<file path="config.mk">
export PLATFORM = sky130hd
export DESIGN_NAME = serial_adder_flat
export DESIGN_NICKNAME = d
export VERILOG_FILES = /design/src/rtl/serial_adder_if.sv /design/src/rtl/serial_adder.sv /design/src/flat_wrapper.sv
export SDC_FILE = /design/constraint.sdc
export NUM_CORES = 1
export LEC_CHECK = 0
export CAP_MARGIN = 5
export CORE_MARGIN = 2
export CORE_UTILIZATION = 50
export DETAILED_ROUTE_END_ITERATION = 8
export PLACE_DENSITY = 0.88
export REMOVE_ABC_BUFFERS = 1
export SYNTH_ARGS = -nofsm -noshare
export SYNTH_HDL_FRONTEND = slang
export SYNTH_SLANG_ARGS = --single-unit
</file>
<file path="constraint.sdc">
create_clock -name clk -period 2.02 [get_ports clk]
set_input_delay 0.303 -clock clk [delete_from_list [all_inputs] [get_ports clk]]
set_output_delay 0.303 -clock clk [all_outputs]
set_load 0.01 [all_outputs]
</file>
<file path="src/rtl/serial_adder_if.sv">
// Operand/result bundle for the bit-serial adder/subtractor.
// The requester raises start with sub/a/b; the adder returns sum/cout/ovf with a done strobe.
interface serial_adder_if #(
  parameter int WIDTH = 8
);
  logic             start;
  logic             sub;
  logic [WIDTH-1:0] a;
  logic [WIDTH-1:0] b;
  logic [WIDTH-1:0] sum;
  logic             cout;
  logic             ovf;
  logic             busy;
  logic             done;

  modport master (
    output start, sub, a, b,
    input  sum, cout, ovf, busy, done
  );

  modport slave (
    input  start, sub, a, b,
    output sum, cout, ovf, busy, done
  );
endinterface

</file>
<file path="src/rtl/serial_adder.sv">
// Bit-serial adder/subtractor: one full-adder cell reused LSB-first, one bit per clock.
// Handshake: start is sampled only in IDLE; done pulses one cycle when sum/cout/ovf become valid.
module serial_adder #(
  parameter int WIDTH = 8
) (
  input  logic              clk,
  input  logic              rst,
  serial_adder_if.slave     bus,
  output logic [1:0]        o_state
);
  localparam int CW = (WIDTH > 1) ? $clog2(WIDTH) : 1;
  localparam logic [CW-1:0] LAST = CW'(WIDTH - 1);

  typedef enum logic [1:0] {
    S_IDLE = 2'd0,
    S_RUN  = 2'd1,
    S_DONE = 2'd2
  } state_t;

  state_t           r_state;
  logic [CW-1:0]    r_cnt;
  logic             r_carry;
  logic [WIDTH-1:0] r_a;
  logic [WIDTH-1:0] r_b;
  logic [WIDTH-1:0] r_sum;
  logic             r_cout;
  logic             r_ovf;
  logic             r_busy;
  logic             r_done;

  // Full adder built from two half adders and a carry OR.
  logic w_ha1_s;
  logic w_ha1_c;
  logic w_s;
  logic w_ha2_c;
  logic w_c;

  assign w_ha1_s = r_a[0] ^ r_b[0];
  assign w_ha1_c = r_a[0] & r_b[0];
  assign w_s     = w_ha1_s ^ r_carry;
  assign w_ha2_c = w_ha1_s & r_carry;
  assign w_c     = w_ha1_c | w_ha2_c;

  always_ff @(posedge clk or posedge rst) begin
    if (rst) begin
      r_state <= S_IDLE;
      r_cnt   <= '0;
      r_carry <= 1'b0;
      r_a     <= '0;
      r_b     <= '0;
      r_sum   <= '0;
      r_cout  <= 1'b0;
      r_ovf   <= 1'b0;
      r_busy  <= 1'b0;
      r_done  <= 1'b0;
    end else begin
      case (r_state)
        S_IDLE: begin
          r_done <= 1'b0;
          if (bus.start) begin
            r_a     <= bus.a;
            r_b     <= bus.sub ? ~bus.b : bus.b;
            r_carry <= bus.sub;
            r_cnt   <= '0;
            r_sum   <= '0;
            r_cout  <= 1'b0;
            r_ovf   <= 1'b0;
            r_busy  <= 1'b1;
            r_state <= S_RUN;
          end
        end
        S_RUN: begin
          r_sum   <= {w_s, r_sum[WIDTH-1:1]};
          r_a     <= r_a >> 1;
          r_b     <= r_b >> 1;
          r_carry <= w_c;
          if (r_cnt == LAST) begin
            // r_carry here is the carry into the MSB, w_c the carry out of it.
            r_cout  <= w_c;
            r_ovf   <= r_carry ^ w_c;
            r_busy  <= 1'b0;
            r_done  <= 1'b1;
            r_state <= S_DONE;
          end else begin
            r_cnt <= r_cnt + 1'b1;
          end
        end
        S_DONE: begin
          r_done  <= 1'b0;
          r_state <= S_IDLE;
        end
        default: begin
          r_busy  <= 1'b0;
          r_done  <= 1'b0;
          r_state <= S_IDLE;
        end
      endcase
    end
  end

  assign bus.sum  = r_sum;
  assign bus.cout = r_cout;
  assign bus.ovf  = r_ovf;
  assign bus.busy = r_busy;
  assign bus.done = r_done;
  assign o_state  = r_state;
endmodule

</file>
<file path="src/flat_wrapper.sv">
// flat-port wrapper written by rule: the top's interface ports become plain ports
module serial_adder_flat 
#(
  parameter int WIDTH = 8
)
  (clk, rst, o_state, bus_start, bus_sub, bus_a, bus_b, bus_sum, bus_cout, bus_ovf, bus_busy, bus_done);
  serial_adder_if #(.WIDTH(WIDTH)) bus_i ();
  input  logic clk;
  input  logic rst;
  output logic [1:0] o_state;
  input wire logic [$bits(bus_i.start)-1:0] bus_start;
  input wire logic [$bits(bus_i.sub)-1:0] bus_sub;
  input wire logic [$bits(bus_i.a)-1:0] bus_a;
  input wire logic [$bits(bus_i.b)-1:0] bus_b;
  output wire logic [$bits(bus_i.sum)-1:0] bus_sum;
  output wire logic [$bits(bus_i.cout)-1:0] bus_cout;
  output wire logic [$bits(bus_i.ovf)-1:0] bus_ovf;
  output wire logic [$bits(bus_i.busy)-1:0] bus_busy;
  output wire logic [$bits(bus_i.done)-1:0] bus_done;
  assign bus_i.start = bus_start;
  assign bus_i.sub = bus_sub;
  assign bus_i.a = bus_a;
  assign bus_i.b = bus_b;
  assign bus_sum = bus_i.sum;
  assign bus_cout = bus_i.cout;
  assign bus_ovf = bus_i.ovf;
  assign bus_busy = bus_i.busy;
  assign bus_done = bus_i.done;
  serial_adder #(.WIDTH(WIDTH)) u_core (.clk(clk), .rst(rst), .bus(bus_i), .o_state(o_state));
endmodule
</file>
==> impl_results.md, run 1 <==
* Crit-path slowest cell: sky130_fd_sc_hd__nor3b_1
* Count of nets left with antenna violations after detail routing at 0
* Post-detailed-route DRC marker count at 0
* Antenna cell count at 0
* Quantity of gates resized following cts at 0
* CTS tree: yes
* Effective utilization at floorplan at 52.7%
* Number of distinct library cells after synthesis at 25
* Global-route wire length before repair at 5600 µm
* Area growth from synthesis to final layout at 27.9%
* Setup TNS at 0 ns
* Post-layout minimum cycle time at 1.86 ns
* Type of element launching the critical path: flip-flop
* Total number of yosys warnings at 0
* Depth of the most critical reg-to-reg path at 5
* Die height at 61.0 µm
* Status: complete, no violations
* Number of global-route vias before repair at 1313
* Commonest cells after routing, fill and taps aside: sky130_fd_sc_hd__clkdlybuf4s50_1 (33), sky130_fd_sc_hd__dfrtp_1 (32), sky130_fd_sc_hd__nand2_1 (26)
* Pwr dens at 1370 mW/mm²
* CP most frequent cell: sky130_fd_sc_hd__ha_1
* Biggest fanout along the worst timing path at 7
* Post-synthesis instance total at 161
* Filler instances at 237
* Wire length after detailed routing at 3360 µm
* Async set-reset flop share out of synthesis at 100%
* Post-CTS setup buffers at 0
* Average size of a mapped cell at 10.1 µm²
* Number of placed cells counting well taps at 235
* Number of placement rows at 20
* Die extent in x at 61.0 µm
* Final-report max-slew violation count at 0
* Cell area after technology mapping at 0.00162 mm²
* Number of sinks driven by the clock tree at 34
* Proportion of layout cells with a drive suffix above 1 at 9.55%
* Number of antenna violations at the first check in global routing at 0
* Worst setup path startpoint: u_core.r_cnt[0]
* Number of flip-flops and latches in the synthesized netlist at 34
* Latest clock arrival within the worst-skew pair at 0.34 ns
* Share of synthesized area occupied by flip-flops and latches at 52.5%
* TritonRoute pass-1 iters at 4
* Critical path's largest stage delay at 0.44 ns
* Routed wire per std cell at 13.8 µm
* Required arrival time at the worst endpoint at 2.25 ns
* Reg2reg setup slack at 0.16 ns
* Worst-path clk slew at 0.10 ns
* Endpoints failing setup at 0
* Capturing point of the worst reg2reg path: u_core.r_cnt[0]
* Worst hold path class: in2async
* Crit path cell chain: ha_1, ha_1, nor3b_1, nor2_1, mux2_2
* Commonest non-fill, non-tap cell in the layout: sky130_fd_sc_hd__clkdlybuf4s50_1
* Setup clock skew after layout at 0.00559 ns
* Type of element capturing the critical path: flip-flop
* Quantity of I/O buffers inserted on ports at 33
* Final period util at 91.9%
* Area of the multi-input gates at 703 µm²
* Max capacitance violation total at 0
* 1st-iter DRT viols at 59
* Worst VDD drop at 622 µV
* Maximum root-to-sink buffer count at 2
* Worst setup margin at 0.163 ns
* Post-layout util at 67.4%
* Relative slew margins at 62.6%
* Area taken by flip-flops and latches at 853 µm²
* Die ar. at 0.00371 mm²
* Tightest Pin Transition at 0.560 ns
* Number of nets in the layout at 221
* Pin count of the biggest net entering global routing at 35
* Vias at 1279
* Maximum achievable frequency at 538 MHz
* Reg-to-Reg Start: u_core.r_cnt[0]
* Final hold viol count at 0
* CTS root buf: sky130_fd_sc_hd__clkbuf_4
* Number of H-tree levels at 2
* Static leakage at 0.915 nW
* Final non-filler cell total at 243
* Most used DFF post-synth: sky130_fd_sc_hd__dfrtp_1
* Number of CTS-inserted buffers at 5
* HPWL Detailed at 2320 µm
* Post-Place Worst Slack at 0.149 ns
* Vias per cell at 5.26
* RD Place Congestion at 0.792
* Crit path arrival time at 2.09 ns
* Hold buffer count at cts at 0
* Post-synth EDFFs at 0
* Core region area at 0.00308 mm²
* Unrepaired setup endpoints after global routing: no
* Combined global-route utilization of all metal layers at 20.8%
* CP Class: reg2reg
* Leftover overflow at the end of global routing at 0
* IO Count at 34
## layout make-up
class / instances / area share (%)
well taps: 44 / 2.66
inverters: 3 / 0.543
clock buffers: 7 / 2.66
multi-input cells: 113 / 33.9
clock inverters: 1 / 0.241
repair buffers: 41 / 18.8
flip-flops and latches: 34 / 41.2
## stage by stage
stage / power [mW] / hold slack [ns] / cell area [µm²]
6_report: 2.84 / 0.354 / 2070
5_1_grt: 3.07 / 0.386 / 2070
4_1_cts: 2.86 / 0.348 / 2070
3_5_place_dp: 2.45 / 0.496 / 2010
3_3_place_gp: 2.38 / 0.481 / 2010
2_1_floorplan: 1.88 / 0.443 / 1570
## sequential cells by signal, indices dropped and copies added (netlist names)
signal / flops
u_core.bus.sum: 8
u_core.r_a: 8
u_core.r_b: 8
u_core.r_cnt: 3
u_core.o_state: 2
u_core.bus.busy: 1
u_core.bus.cout: 1
u_core.bus.done: 1
u_core.bus.ovf: 1
u_core.r_carry: 1
## cells by family after synthesis
| family | count (synthesis) | synth area share, % |
|---|---|---|
| AOI/OAI and AO/OA | 48 | 17.5 |
| adders and majority gates | 3 | 2.78 |
| xor gates and xnor gates | 9 | 4.86 |
| muxes | 8 | 5.02 |
| buffers and inverters | 14 | 4.17 |
| and+or+nand+nor | 45 | 13.2 |
| DFF | 34 | 52.5 |
## worst max-delay path by stage
stage / to / slack (ns) / cells past startpoint
6_report: u_core.r_cnt[0] / 0.16 / 5
5_1_grt: u_core.r_cnt[0] / 0.02 / 5
4_1_cts: o_state[1] / 0.02 / 1
3_5_place_dp: u_core.r_a[5] / 0.15 / 5
3_3_place_gp: u_core.r_a[0] / 0.22 / 5
2_1_floorplan: u_core.r_cnt[0] / 0.12 / 3
## critical path: cells and delay by family, from the launching register on
kind,cells,cell delay [ns]
and+or+nand+nor,2,0.60
muxes,1,0.29
DFF,1,0.40
adders and majority gates,2,0.47
## cells in the mapped netlist (2+ instances only)
cell | instances | area (µm²)
sky130_fd_sc_hd__dfrtp_1 | 34 | 851
sky130_fd_sc_hd__ha_1 | 2 | 25.0
sky130_fd_sc_hd__o21ai_0 | 23 | 115
sky130_fd_sc_hd__a22o_1 | 6 | 52.6
sky130_fd_sc_hd__xor2_1 | 9 | 78.8
sky130_fd_sc_hd__a22oi_1 | 7 | 52.6
sky130_fd_sc_hd__buf_4 | 2 | 15.0
sky130_fd_sc_hd__inv_1 | 3 | 11.3
sky130_fd_sc_hd__nand2_1 | 26 | 97.6
sky130_fd_sc_hd__clkbuf_1 | 3 | 11.3
sky130_fd_sc_hd__buf_2 | 6 | 30.0
sky130_fd_sc_hd__nor2_1 | 5 | 18.8
sky130_fd_sc_hd__a21oi_1 | 9 | 45.0
sky130_fd_sc_hd__nor2b_1 | 9 | 56.3
sky130_fd_sc_hd__mux2i_1 | 7 | 70.1
## layer usage
| metal | routed length (µm) | up-vias | share of wire, % | track usage, % |
|---|---|---|---|---|
| li1 | - | 622 | - | - |
| met1 | 1450 | 610 | 43 | 25.0 |
| met2 | 1660 | 40 | 49 | 33.8 |
| met3 | 196 | 7 | 5.8 | 7.46 |
| met4 | 53 | 0 | 1.6 | 8.70 |
| met5 | 0 | - | 0 | 0 |
## where the power goes
| part | internal (mW) | switching (mW) | leakage, nW |
|---|---|---|---|
| logic | 0.650 | 0.580 | 0.446 |
| clock network | 0.169 | 0.228 | 0.0353 |
| registers | 0.969 | 0.241 | 0.434 |
(Power assumes the default switching activity.)
==> run 2, diff against run 1 <==
--- a/config.mk
+++ b/config.mk
@@ -8,6 +8,7 @@
 export CAP_MARGIN = 5
 export CORE_MARGIN = 2
 export CORE_UTILIZATION = 50
+export CTS_CLUSTER_DIAMETER = 150
 export DETAILED_ROUTE_END_ITERATION = 8
 export PLACE_DENSITY = 0.88
 export REMOVE_ABC_BUFFERS = 1
==> results of run 2 <==
The final DEF is identical to that of run 1; final timing and power are the same.
